**src/rtl/pipe_pkg.sv**
```systemverilog
// Shared pipeline definitions: instruction field positions, the injected NOP word,
// IF/ID control-state encoding and the default width of the debug event counters.
package pipe_pkg;

  localparam logic [31:0] NOP_WORD = 32'h0000_0000;

  localparam int RS_MSB = 25;
  localparam int RS_LSB = 21;
  localparam int RT_MSB = 20;
  localparam int RT_LSB = 16;

  localparam int CNT_W_DEF = 16;

  // IF/ID state: RUN captures, STALL follows a load-use hold, FLUSH follows a redirect
  localparam logic [1:0] ST_RUN   = 2'd0;
  localparam logic [1:0] ST_STALL = 2'd1;
  localparam logic [1:0] ST_FLUSH = 2'd2;

  function automatic logic [4:0] rsField(input logic [31:0] instr);
    return instr[RS_MSB:RS_LSB];
  endfunction

  function automatic logic [4:0] rtField(input logic [31:0] instr);
    return instr[RT_MSB:RT_LSB];
  endfunction

endpackage

```
**src/rtl/if_id_stage_hazard_detect.sv**
```systemverilog
// Load-use compare between the load in EX and the source registers of the decode-stage
// instruction; kept separate so the forwarding unit can reuse the same match.
module hazard_detect (
  input  logic       i_exMemRead,
  input  logic [4:0] i_exRt,
  input  logic       i_idValid,
  input  logic [4:0] i_idRs,
  input  logic [4:0] i_idRt,
  output logic       o_hz
);

  logic w_rsMatch;
  logic w_rtMatch;
  logic w_rtNonZero;

  // Register 0 is hardwired, so a load targeting it can never create a dependency
  assign w_rtNonZero = (i_exRt != 5'd0);
  assign w_rsMatch   = (i_exRt == i_idRs);
  assign w_rtMatch   = (i_exRt == i_idRt);

  assign o_hz = i_exMemRead & i_idValid & w_rtNonZero & (w_rsMatch | w_rtMatch);

endmodule

```
**src/rtl/if_id_stage.sv**
```systemverilog
// IF/ID pipeline register with load-use stall, branch flush and saturating debug counters.
// Drives the PC hold controls combinationally from the registered decode-stage state.
module if_id_stage
  import pipe_pkg::*;
#(
  parameter logic [31:0] NOP   = NOP_WORD,
  parameter int          CNT_W = CNT_W_DEF
) (
  input  logic             CLK,
  input  logic             Reset,
  input  logic [31:0]      curPC,
  input  logic [31:0]      InstrIn,
  input  logic             PCSrc,
  input  logic             ID_EX_MemRead,
  input  logic [4:0]       ID_EX_Rt,
  output logic             PCdelay,
  output logic [31:0]      prePC,
  output logic [31:0]      IF_ID_PC,
  output logic [31:0]      IF_ID_Instr,
  output logic             IF_ID_Valid,
  output logic             Bubble,
  output logic [CNT_W-1:0] StallCnt,
  output logic [CNT_W-1:0] FlushCnt
);

  localparam logic [CNT_W-1:0] CNT_MAX = {CNT_W{1'b1}};
  localparam logic [CNT_W-1:0] CNT_ONE = {{(CNT_W-1){1'b0}}, 1'b1};

  logic [31:0]      r_ifIdPc;
  logic [31:0]      r_ifIdInstr;
  logic             r_ifIdValid;
  logic [1:0]       r_state;
  logic [CNT_W-1:0] r_stallCnt;
  logic [CNT_W-1:0] r_flushCnt;

  logic [4:0] w_idRs;
  logic [4:0] w_idRt;
  logic       w_idLive;
  logic       w_hz;
  logic       w_stall;

  assign w_idRs = rsField(r_ifIdInstr);
  assign w_idRt = rtField(r_ifIdInstr);

  // A flushed slot is a bubble and must never stall the PC
  assign w_idLive = r_ifIdValid & (r_state != ST_FLUSH);

  hazard_detect u_hazard (
    .i_exMemRead (ID_EX_MemRead),
    .i_exRt      (ID_EX_Rt),
    .i_idValid   (w_idLive),
    .i_idRs      (w_idRs),
    .i_idRt      (w_idRt),
    .o_hz        (w_hz)
  );

  // A redirect outranks a stall: the stalled instruction is on the wrong path anyway
  assign w_stall = w_hz & ~PCSrc;

  assign PCdelay = w_stall;
  assign prePC   = curPC;
  assign Bubble  = w_hz | PCSrc;

  always_ff @(posedge CLK or posedge Reset) begin
    if (Reset) begin
      r_ifIdPc    <= 32'h0000_0000;
      r_ifIdInstr <= NOP;
      r_ifIdValid <= 1'b0;
      r_state     <= ST_RUN;
    end else if (PCSrc) begin
      r_ifIdPc    <= curPC;
      r_ifIdInstr <= NOP;
      r_ifIdValid <= 1'b0;
      r_state     <= ST_FLUSH;
    end else if (w_stall) begin
      r_state     <= ST_STALL;
    end else begin
      r_ifIdPc    <= curPC;
      r_ifIdInstr <= InstrIn;
      r_ifIdValid <= 1'b1;
      r_state     <= ST_RUN;
    end
  end

  // Counters stick at all-ones so a long debug run never reports a small wrapped value
  always_ff @(posedge CLK or posedge Reset) begin
    if (Reset) begin
      r_stallCnt <= '0;
      r_flushCnt <= '0;
    end else begin
      if (w_stall && (r_stallCnt != CNT_MAX)) begin
        r_stallCnt <= r_stallCnt + CNT_ONE;
      end
      if (PCSrc && (r_flushCnt != CNT_MAX)) begin
        r_flushCnt <= r_flushCnt + CNT_ONE;
      end
    end
  end

  assign IF_ID_PC    = r_ifIdPc;
  assign IF_ID_Instr = r_ifIdInstr;
  assign IF_ID_Valid = r_ifIdValid;
  assign StallCnt    = r_stallCnt;
  assign FlushCnt    = r_flushCnt;

endmodule

```
**config.mk**
```make
export PLATFORM = sky130hd
export DESIGN_NAME = if_id_stage
export DESIGN_NICKNAME = d
export VERILOG_FILES = /design/src/rtl/pipe_pkg.sv /design/src/rtl/if_id_stage_hazard_detect.sv /design/src/rtl/if_id_stage.sv
export SDC_FILE = /design/constraint.sdc
export NUM_CORES = 1
export LEC_CHECK = 0
export BUFFER_PORTS_ARGS = -buffer_cell sky130_fd_sc_hd__buf_4
export CAP_MARGIN = 40
export CORE_MARGIN = 3
export CORE_UTILIZATION = 34
export DETAILED_ROUTE_END_ITERATION = 6
export PLACE_DENSITY = 0.7
export SETUP_SLACK_MARGIN = 0.3
export SLEW_MARGIN = 30
export SYNTH_ARGS = -nofsm -noshare
export SYNTH_HDL_FRONTEND = slang
export SYNTH_SLANG_ARGS = --single-unit
```
**constraint.sdc**
```tcl
create_clock -name CLK -period 3.27 [get_ports CLK]
set_clock_uncertainty 0.15 [all_clocks]
set_input_delay 0.1635 -clock CLK [delete_from_list [all_inputs] [get_ports CLK]]
set_output_delay 0.1635 -clock CLK [all_outputs]
set_load 0.05 [all_outputs]
```
**Word level (Yosys, flattened, before mapping)**

Index checks and enable logic that the tools add are counted.

- Bitwise operators: 8
- Order comparisons: 0
- Reductions and logical operators: 3
- $add $sub $neg: 2
- Equal/unequal tests: 6
- Divide/modulo/power cells: 0
- Shift-type cells: 0
- Multipliers: 0
- Muxes and demuxes: 8

Operators by type and width:

| kind | number |
|---|---|
| 32-bit 2-to-1 mux | 4 |
| 16-bit by 1-bit adder with 16-bit output, second input constant | 2 |
| 16-bit != test, second input constant | 2 |
| 5-bit equality test | 2 |
| 1-bit AND | 5 |
| 5-bit nonzero test | 1 |
| 2-bit != test, second input constant | 2 |
| 1-bit 2-to-1 mux | 3 |
| 1-bit logical AND | 2 |
| 2-bit 2-to-1 mux | 1 |
| 1-bit OR | 2 |
| 1-bit NOT | 1 |

- Output and inout port bits: 131
- Memories: 0
- Word-level logic and storage cells: 33
- Input bits: 73
- Memory bits (read-only): 0
- Register bits after elaboration: 99
- Bits in writable memories: 0
- Bits in latches: 0

**Longest topological paths before layout**

Gate-level depths: netlist (run 1).

- Depth after elaboration: 8
- Gate-level depth with buffers: 7
- Mapped depth without buffers: 6

**Modules after synthesis**

From an unflattened synthesis (run 1), not the netlist that was laid out.

- Cell total of the unflattened synthesis: 443
- Area, all modules: 4550.6 um^2

By module, submodules not included:

| module | sequential area each (um^2) | times used | area an instance (um^2) | cells an instance |
|---|---|---|---|---|
| if_id_stage | 2477.4 | 1 | 4418.0 | 426 |
| hazard_detect | 0.0 | 1 | 132.6 | 17 |

**Worst setup path before layout (run 1)**

Ideal clock, no wire load.

- Kind: register to output
- Start point: reg r_ifIdInstr[25] (netlist: IF_ID_Instr[25])
- End point: out Bubble
- Required time: 2.957 ns
- Data arrival time: 2.616 ns
- Buffers on the path: 2
- Cell stages (with the launch flop): 7
- Setup slack: 0.340 ns
- Cell sequence: dfrtp_1 > xnor2_1 > nand3_1 > o22a_1 > buf_2 > clkbuf_1 > o21ai_0

- Word-level cells in the longest chain between the ends: 4

RTL lines:

| element | line | source |
|---|---|---|
| start: declaration | if_id_stage.sv:30 | `logic [31:0] r_ifIdInstr;` |
| start signal: assignment | if_id_stage.sv:79 | `r_ifIdInstr <= InstrIn;` |
| 5-bit equality test | if_id_stage_hazard_detect.sv:18 | `assign w_rsMatch = (i_exRt == i_idRs);` |
| 1-bit OR | if_id_stage_hazard_detect.sv:21 | `assign o_hz = i_exMemRead & i_idValid & w_rtNonZero & (w_rsMatch \| w_rtMatch);` |
| 1-bit AND | if_id_stage_hazard_detect.sv:21 |  |
| 1-bit OR | if_id_stage.sv:62 | `assign Bubble = w_hz \| PCSrc;` |
| end: declaration | if_id_stage.sv:21 | `output logic Bubble,` |

Every way passes these cells.

**Worst setup path in the final report (run 1)**

Same ends and word-level chain as after synthesis.

==> results of run 1 <==
==> how the worst max path moves through the flow <==
stage,slack (ps),endpoint,cells past startpoint,from
after floorplan,340,Bubble,6,IF_ID_Instr[25]
after CTS,820,PCdelay,6,IF_ID_Instr[25]
after global routing,720,Bubble,6,IF_ID_Instr[24]
final,860,Bubble,6,IF_ID_Instr[25]
after global placement,780,StallCnt[13],5,r_state[1]
after detailed placement,1050,StallCnt[1],6,IF_ID_Instr[25]
==> state kept, by name, indices dropped and copies added, names as in the netlist <==
signal       cells
r_state          2
IF_ID_Valid      1
FlushCnt        16
IF_ID_Instr     32
IF_ID_PC        32
StallCnt        16
==> placed cells by master, fill, tap and decap left out, types with 5 or more instances in the layout <==
| cell type | netlist | final |
|---|---|---|
| buf_4 | 33 | 208 |
| dfrtp_1 | 99 | 99 |
| dlygate4sd3_1 | 0 | 65 |
| nand3_1 | 43 | 43 |
| a21oi_1 | 35 | 35 |
| o21ai_0 | 33 | 33 |
| mux2_4 | 29 | 29 |
| xnor2_1 | 21 | 21 |
| xor2_1 | 14 | 14 |
| nand2_1 | 12 | 12 |
| nand4_1 | 11 | 11 |
| clkbuf_16 | 0 | 9 |
| nor2_1 | 8 | 8 |
| mux2_2 | 6 | 6 |
| and3_1 | 5 | 5 |
==> metal layers <==
layer	up-vias	track usage [%]	part of all wire, %
met1	2006	20.2	39
met3	23	3.99	7.4
met2	164	29.6	51
met4	0	6.06	2.3
met5	-	0	0
li1	1895	-	-
==> worst reg2reg max path: stages (launching register included) <==
cell and delay [ps]:
dfrtp_1 450, and4_1 330, nand4_1 170, nor2_2 420
nand3b_1 230, mux2_2 350
==> power groups by stage <==
stage / registers (mW) / logic (mW) / clock network [mW]
finish: 1.41 / 0.983 / 1.08
global route: 1.43 / 1.03 / 1.16
CTS: 1.41 / 0.989 / 1.12
detailed placement: 1.43 / 0.924 / 0
global placement: 1.43 / 0.913 / 0
floorplan: 1.73 / 0.318 / 0
==> per-stage QoR <==
stage | setup WS, ps | hold WS [ps]
after floorplan | 340 | 44.9
after global placement | 782 | 99.1
after detailed placement | 1050 | 118
after CTS | 824 | 27.1
after global routing | 724 | 56.7
final | 861 | 50.4
==> kinds of logic after synthesis <==
family | count (synthesis) | share of synthesized area (%)
and+or+nand+nor | 105 | 12.9
buffers and inverters | 58 | 8.41
AOI/OAI and AO/OA | 79 | 9.54
muxes | 35 | 10.5
adders and majority gates | 2 | 0.523
DFF | 99 | 51.7
xor gates and xnor gates | 35 | 6.40
==> area by class of cell <==
type | count | area (um2)
clock inverter | 1 | 30.0
sequential | 99 | 2480
clock buffer | 15 | 278
inverter | 4 | 17.5
timing repair buffer | 273 | 2210
tap | 176 | 220
fill | 1158 | 6360
multi-input combinational | 256 | 1910
==> reports/summary.txt, run 1 <==
switching share of power - 33.0%
syn_nets - 488
Cell Pwr Density - 486 nW/um2
crit start category - flip-flop
#FFs+latches synth - 99
Slew @ Worst Pin - 650 ps
post-layout min period - 2410 ps
first-pass GRT wire length - 21500 um
final setup TNS - 0 ps
internal power - 2.33 mW
most frequent CP cell - buf_4
row cnt - 42
Post-synth EDFFs - 0
port bufs - 203
total leakage power - 3.42 nW
sequential area share after synthesis - 51.7%
GRT Residual Overflow - 0
clock transition at the registers of the reported paths - 60 ps
diode count - 0
Synth area leader - dfrtp_1
endpoints failing hold - 0
status - finished, final reports clean
top-area cell type share of the netlist area - 51.7%
GPL Wtd Cong - 0.844
Finished Layout Cells - 824
hold_buf cts - 65
Post-Route Utilization - 52.9%
Post-Synthesis Cells - 413
Comb pwr share - 28.3%
relative slew slack - 56.7%
CTS Buffer Depth - 2
vias - 4088
total CTS buffers - 9
part of the power in registers - 40.6%
Slew Limit Fails - 0
Psw - 1.15 mW
# nets final - 718
mapped cell area - 4790 um2
top-count cell post-synth - dfrtp_1
Unique masters post-synth - 43
die area - 15500 um2
VDD IR max - 0.230 mV
aggregate global-route resource usage - 16.9%
max incr delay on CP - 410 ps
yosys warns - 0
max cap viols - 0
synth top area cells - dfrtp_1 52%, mux2_4 9.1%, buf_4 5.2%
Top delay family on crit path - buffers and inverters
Post-CTS Setup Bufs - 0
initial antenna violation count - 0
final setup vio count - 0
CP Buf/Inv Count - 2
worst setup path class - flip-flop to primary output
crit path max fanout - 45
Clk Latency, worst-skew pair - 330 ps
Residual DRC - 0
reg-to-reg setup timing slack - 1050 ps
Pre-antenna DRT Iters - 5
Clock Power Share - 31.1%
Final Cell Area - 7140 um2
post-cts resize count - 0
CTS tree - done
WHS Endpoint - r_state[1]
Worst R2R Path Depth - 5
final wirelength - 13400 um
FF-to-FF Start - StallCnt[2]
fmax - 415 MHz
IO Pins - 204
Vias/cell - 4.96
crit-path cells - xnor2_1, nand3_1, o22a_1, buf_4, o21ai_0, buf_4
Min-Delay Path Class - input pin to flip-flop
Req. time, crit path - 2960 ps
Chip Width - 125 um
Num Clock Sinks - 99
Initial Util - 35.5%
RSZ-0062 raised after global routing - no
async set-reset flop share out of synthesis - 100%
H-tree levels - 3
Die Y - 125 um
slowest CP cell - dfrtp_1
vias in the first global route - 4099
Core Region - 13500 um2
dominant synthesized flop cell - dfrtp_1
Reg-to-Reg End - StallCnt[1]
Clock Root Buffer - clkbuf_16
share of cells above drive strength 1 - 41.4%
Syn Area/Cell - 11.6 um2
fin crit share - 73.7%
synth cell count leaders - 99 x dfrtp_1, 43 x nand3_1, 35 x a21oi_1
Area Overhead vs Synth - 49.2%
1st-iter DRT viols - 325
Pwr Total - 3.47 mW
Avg WL per Cell - 16.3 um
largest net degree at the start of global routing - 46
post-placement cell count - 743
Post-DRT Antenna Nets - 0
critical path arrival - 2100 ps
crit path capture type - primary output
Post-DP HPWL - 8980 um
WHS Path Cells - 1
placed cell areas - 6190 um2
critical hold path startpoint - PCSrc
Note: power is estimated with default switching activity, not from simulation.
==> run 2: changes to the inputs <==
- ABC_AREA: not set -> 1
- clock period: 3.27 -> 2.3 ns (I/O delays scaled with it)
==> run 2 against run 1 <==
  * Sequential power rose by 43%
  * Register-to-register slack worse by 610 ps
  * Clock power is 44% higher
  * Wire length grew 7.1%
  * Synthesized cell count is 44% higher
  * Core utilization increased by 2.2 points
  * Largest cell class unchanged
  * First-iteration DRC count down 37%
  * Die area grew 0.25%
  * Combinational power is 42% higher
  * Power is 43% higher
==> reports/summary.txt, run 2 <==
async set-reset flop share out of synthesis - 100%
fmax - 517 MHz
fin worst setup slack - 368 ps
mapped cell area - 4800 um2
synth top area cells - dfrtp_1 52%, nand2_1 20%, buf_4 5.3%
final wirelength - 14400 um
#FFs+latches synth - 99
status - finished, final reports clean
hold slack - 317 ps
relative slew slack - 65.4%
yosys warns - 0
die area - 15600 um2
placed cell areas - 6300 um2
vias in the first global route - 4595
CTS Buffer Depth - 2
aggregate global-route resource usage - 18.5%
Slew Limit Fails - 0
diode count - 0
total CTS buffers - 9
initial antenna violation count - 0
met3 global-route usage - 3.69%
fin crit share - 84.0%
Cell Pwr Density - 668 nW/um2
syn_nets - 668
Post-DRT Antenna Nets - 0
RSZ-0062 raised after global routing - yes
Residual DRC - 0
# nets final - 920
Post-synth EDFFs - 0
critical path arrival - 1670 ps
share of cells above drive strength 1 - 31.1%
Unique masters post-synth - 28
Chip Width - 125 um
port bufs - 203
Post-Synthesis Cells - 593
IO Pins - 204
post-placement cell count - 930
clock transition at the registers of the reported paths - 70 ps
Synth area leader - dfrtp_1
CTS tree - done
Die Y - 125 um
row cnt - 42
Area Overhead vs Synth - 54.9%
final setup TNS - 0 ps
Avg WL per Cell - 14.0 um
worst slack at placement - 359 ps
Syn Area/Cell - 8.10 um2
worst setup path class - flip-flop to primary output
final setup vio count - 0
Finished Layout Cells - 1026
Slew @ Worst Pin - 518 ps
max cap viols - 0
max incr delay on CP - 380 ps
Min-Delay Path Class - input pin to flip-flop
Final Cell Area - 7440 um2
vias - 4645
crit path capture type - primary output
GR peak layer - met2
slowest CP cell - dfrtp_1
Initial Util - 35.5%
Clk Latency, worst-skew pair - 350 ps
GRT Residual Overflow - 0
met2 usage - 30.5%
sequential area share after synthesis - 51.6%
endpoints failing hold - 0
GPL Wtd Cong - 0.824
crit start category - flip-flop
Req. time, crit path - 2040 ps
crit path max fanout - 8
Num Clock Sinks - 99
H-tree levels - 3
post-layout min period - 1930 ps
most frequent cells in the layout - 257 x nand2_1, 220 x buf_4, 95 x dfrtp_1, 66 x dlygate4sd3_1, 44 x nand3_1
largest net degree at the start of global routing - 100
top-area cell type share of the netlist area - 51.6%
Post-DP HPWL - 9590 um
VDD IR max - 0.367 mV
leading cell type in the layout, fill and taps excluded - nand2_1
first-pass GRT wire length - 23400 um
total leakage power - 3.88 nW
Pre-antenna DRT Iters - 4
dominant synthesized flop cell - dfrtp_1
synth cell count leaders - 259 x nand2_1, 99 x dfrtp_1, 44 x nand3_1
met1 Usage GRT - 23.4%
top-count cell post-synth - nand2_1
Clock Root Buffer - clkbuf_16
Core Region - 13500 um2
1st-iter DRT viols - 204
Vias/cell - 4.53
crit-path cells - inv_1, nand2_1, nand2_1, nor2_1, nand3_1, nand2_2, nand3_4, clkinv_4, buf_8, buf_8
==> run 2: cell types whose count changed after synthesis, moves of 7 or more <==
cell	before	now
nor3_1	3	12
o21ai_0	33	9
a21oi_1	35	1
xor2_1	14	22
mux2_4	29	0
nand4_1	11	4
inv_1	4	36
nand2_1	12	259
buf_2	1	9
nor2_1	8	27
xnor2_1	21	9
==> run 2: what timing repair did <==
action,CTS,global route
setup endpoints to repair,2,46
pin swaps,1,5
hold endpoints to repair,164,0
resized for setup,8,9
hold buffers,66,0
buffers inserted,3,11
==> run 2: worst max-delay path, delay by kind of cell, from the launching register on <==
kind                   cells  cell delay [ps]
buffers and inverters      4              390
DFF                        1              380
and+or+nand+nor            6              540
==> run 2: final cells by class <==
type | count | area [um2]
clock buffer | 12 | 256
inverter | 40 | 159
sequential | 99 | 2480
clock inverter | 4 | 50.0
fill | 1244 | 6070
tap | 176 | 220
multi-input combinational | 402 | 1850
timing repair buffer | 293 | 2420
==> run 2: layer usage <==
metal,wire [um],up-vias
li1,-,2310
met1,5870,2137
met2,7040,166
met3,995,32
met4,473,0
met5,0,-
==> run 2: per-stage QoR <==
stage               total power [mW]  utilization [%]
global placement                3.33             46.7
finish                          4.97             55.1
detailed placement              3.34             46.7
global route                    5.20             55.1
CTS                             5.02             54.2
floorplan                       2.90                -
==> run 2: cells by family (layout without fill, tap and decap cells) <==
family	count (synthesis)	count (layout)	synth area share (%)
xor gates and xnor gates	31	31	5.66
DFF	99	99	51.6
adders and majority gates	2	2	0.521
AOI/OAI and AO/OA	15	15	1.64
buffers and inverters	92	349	10.2
and+or+nand+nor	354	354	30.3
==> run 2: where the power goes <==
part	internal, mW	switching, mW
combinational	0.488	0.911
clock	0.902	0.660
sequential	1.88	0.128
total	3.27	1.70
==> run 2: path summary, 6_finish.rpt <==
| path | end | depth (start not counted) | slack [ps] | from |
|---|---|---|---|---|
| setup reg to reg | StallCnt[7] | 9 | 440 | StallCnt[0] |
| max in group asynchronous | StallCnt[0] | 4 | 1260 | Reset |
| hold / removal | r_state[1] | 2 | 320 | PCSrc |
| setup / recovery | PCdelay | 10 | 370 | IF_ID_Instr[18] |
| min in group asynchronous | FlushCnt[5] | 4 | 340 | Reset |
| hold reg to reg | IF_ID_Instr[1] | 2 | 320 | IF_ID_Instr[1] |
==> run 3: changes to the inputs <==
- PLACE_DENSITY: 0.7 -> 0.73
- clock period: 2.3 -> 1.6 ns (I/O delays scaled with it)
==> run 3 against run 2 <==
  * Critical path depth grew 4
  * Sequential share of layout area shrank 5.1 points
  * Largest power group unchanged
  * Clock power is 60% higher
  * First-iteration DRC count down 0.98%
  * Non-clock buffer count rose by 65
  * Register-to-register slack worse by 740 ps
  * Cell area rose by 20%
  * Worst hold slack worse by 170 ps
  * Highest routed layer unchanged
  * Final cell count rose by 6.3%
  * The run now ends with setup timing left
==> reports/summary.txt, run 3 (synthesis gave the netlist of run 2 again) <==
Die Y - 125 um
RSZ-0062 raised after global routing - yes
failing checks - setup timing
leading cell type in the layout, fill and taps excluded - buf_4
Post-DRT Antenna Nets - 0
Initial Util - 35.5%
vias in the first global route - 5089
hold slack - 143 ps
Vias/cell - 4.55
die area - 15600 um2
clock transition at the registers of the reported paths - 70 ps
fmax - 528 MHz
Post-DP HPWL - 10400 um
Core Region - 13500 um2
fin worst setup slack - -296 ps
IO Pins - 204
Worst Setup SP - IF_ID_Instr[16]
Min-Delay Path Class - input pin to flip-flop
final wirelength - 16900 um
crit path capture type - flip-flop
max cap viols - 0
total CTS buffers - 9
crit path max fanout - 8
CTS tree - done
critical path arrival - 1980 ps
fin crit share - 118%
Clk Latency, worst-skew pair - 340 ps
endpoints failing hold - 0
Avg WL per Cell - 15.5 um
first-pass GRT wire length - 26000 um
Residual DRC - 0
final setup vio count - 91
largest net degree at the start of global routing - 39
most frequent cells in the layout - 208 x buf_4, 203 x nand2_1, 66 x dlygate4sd3_1, 61 x dfrtp_1, 45 x nand2_2
Num Clock Sinks - 99
share of cells above drive strength 1 - 49.3%
crit start category - flip-flop
post-layout min period - 1900 ps
vias - 4964
final setup TNS - -17250 ps
total leakage power - 4.54 nW
Pre-antenna DRT Iters - 4
status - finished, violations left
FF-to-FF Start - IF_ID_Instr[16]
Slew Limit Fails - 0
critical hold path startpoint - PCSrc
# nets final - 985
port bufs - 203
GRT Residual Overflow - 0
diode count - 0
Chip Width - 125 um
Cell Pwr Density - 896 nW/um2
Pwr Total - 8.01 mW
initial antenna violation count - 0
relative slew slack - 60.5%
H-tree levels - 3
worst slack at placement - -78.0 ps
CTS Buffer Depth - 2
VDD IR max - 1.28 mV
aggregate global-route resource usage - 20.5%
worst setup path class - flip-flop to flip-flop
Worst R2R Path Depth - 14
GPL Wtd Cong - 0.826
Slew @ Worst Pin - 591 ps
row cnt - 42
WHS Path Cells - 3
Clock Root Buffer - clkbuf_16
Area Overhead vs Synth - 86.2%
Finished Layout Cells - 1091
Req. time, crit path - 1690 ps
1st-iter DRT viols - 202
post-placement cell count - 982
-- run 3: routing by layer --
layer	GRT usage [%]	up-vias	wire [um]
li1	-	2428	-
met2	37.4	153	9040
met4	5.80	0	329
met5	0	-	0
met1	23.7	2352	6670
met3	5.23	31	895
-- run 3: layout make-up --
type | instances | area (um2)
sequential | 99 | 2520
fill | 1040 | 4570
clock inverter | 7 | 116
multi-input combinational | 402 | 2220
inverter | 40 | 159
timing repair buffer | 358 | 3480
tap | 176 | 220
clock buffer | 9 | 225
-- run 3: path summary, 6_finish.rpt --
path                       slack (ps)            to
setup / recovery                 -300   IF_ID_PC[9]
max in group asynchronous         470   FlushCnt[1]
hold reg to reg                   320  IF_ID_PC[15]
min in group asynchronous         220  StallCnt[15]
hold / removal                    140   IF_ID_Valid
setup reg to reg                 -300   IF_ID_PC[9]
-- run 3: timing repair --
| action | 4_1_cts | 5_1_grt |
|---|---|---|
| hold buffers | 66 | 0 |
| setup endpoints to repair | 123 | 122 |
| gates resized for setup | 90 | 105 |
| hold endpoints to repair | 88 | 0 |
| setup buffers | 13 | 9 |
| pin swaps | 16 | 21 |
| gates cloned | 5 | 0 |
-- run 3: power breakdown --
part	switching, mW	internal, mW
Combinational	1.51	1.09
Sequential	0.207	2.72
Clock	0.960	1.53
-- run 3: stage by stage --
step	instance area (um2)	util [%]
2_1_floorplan	5070	-
3_3_place_gp	6930	51.3
3_5_place_dp	6930	51.3
4_1_cts	8510	63.0
5_1_grt	8940	66.2
6_report	8940	66.2
-- run 3: worst max-delay path, cell delays in order, from the launching register on --
cell and delay, ps:
dfrtp_2 430, nand2_1 70, inv_1 30, nor2_1 80, nor2_1 50, nand3_1 70, nand2_2 80, buf_6 120
nand3_4 90, clkinv_4 80, buf_12 160, buf_12 130, buf_16 140, nand2_1 60, nand2_1 50
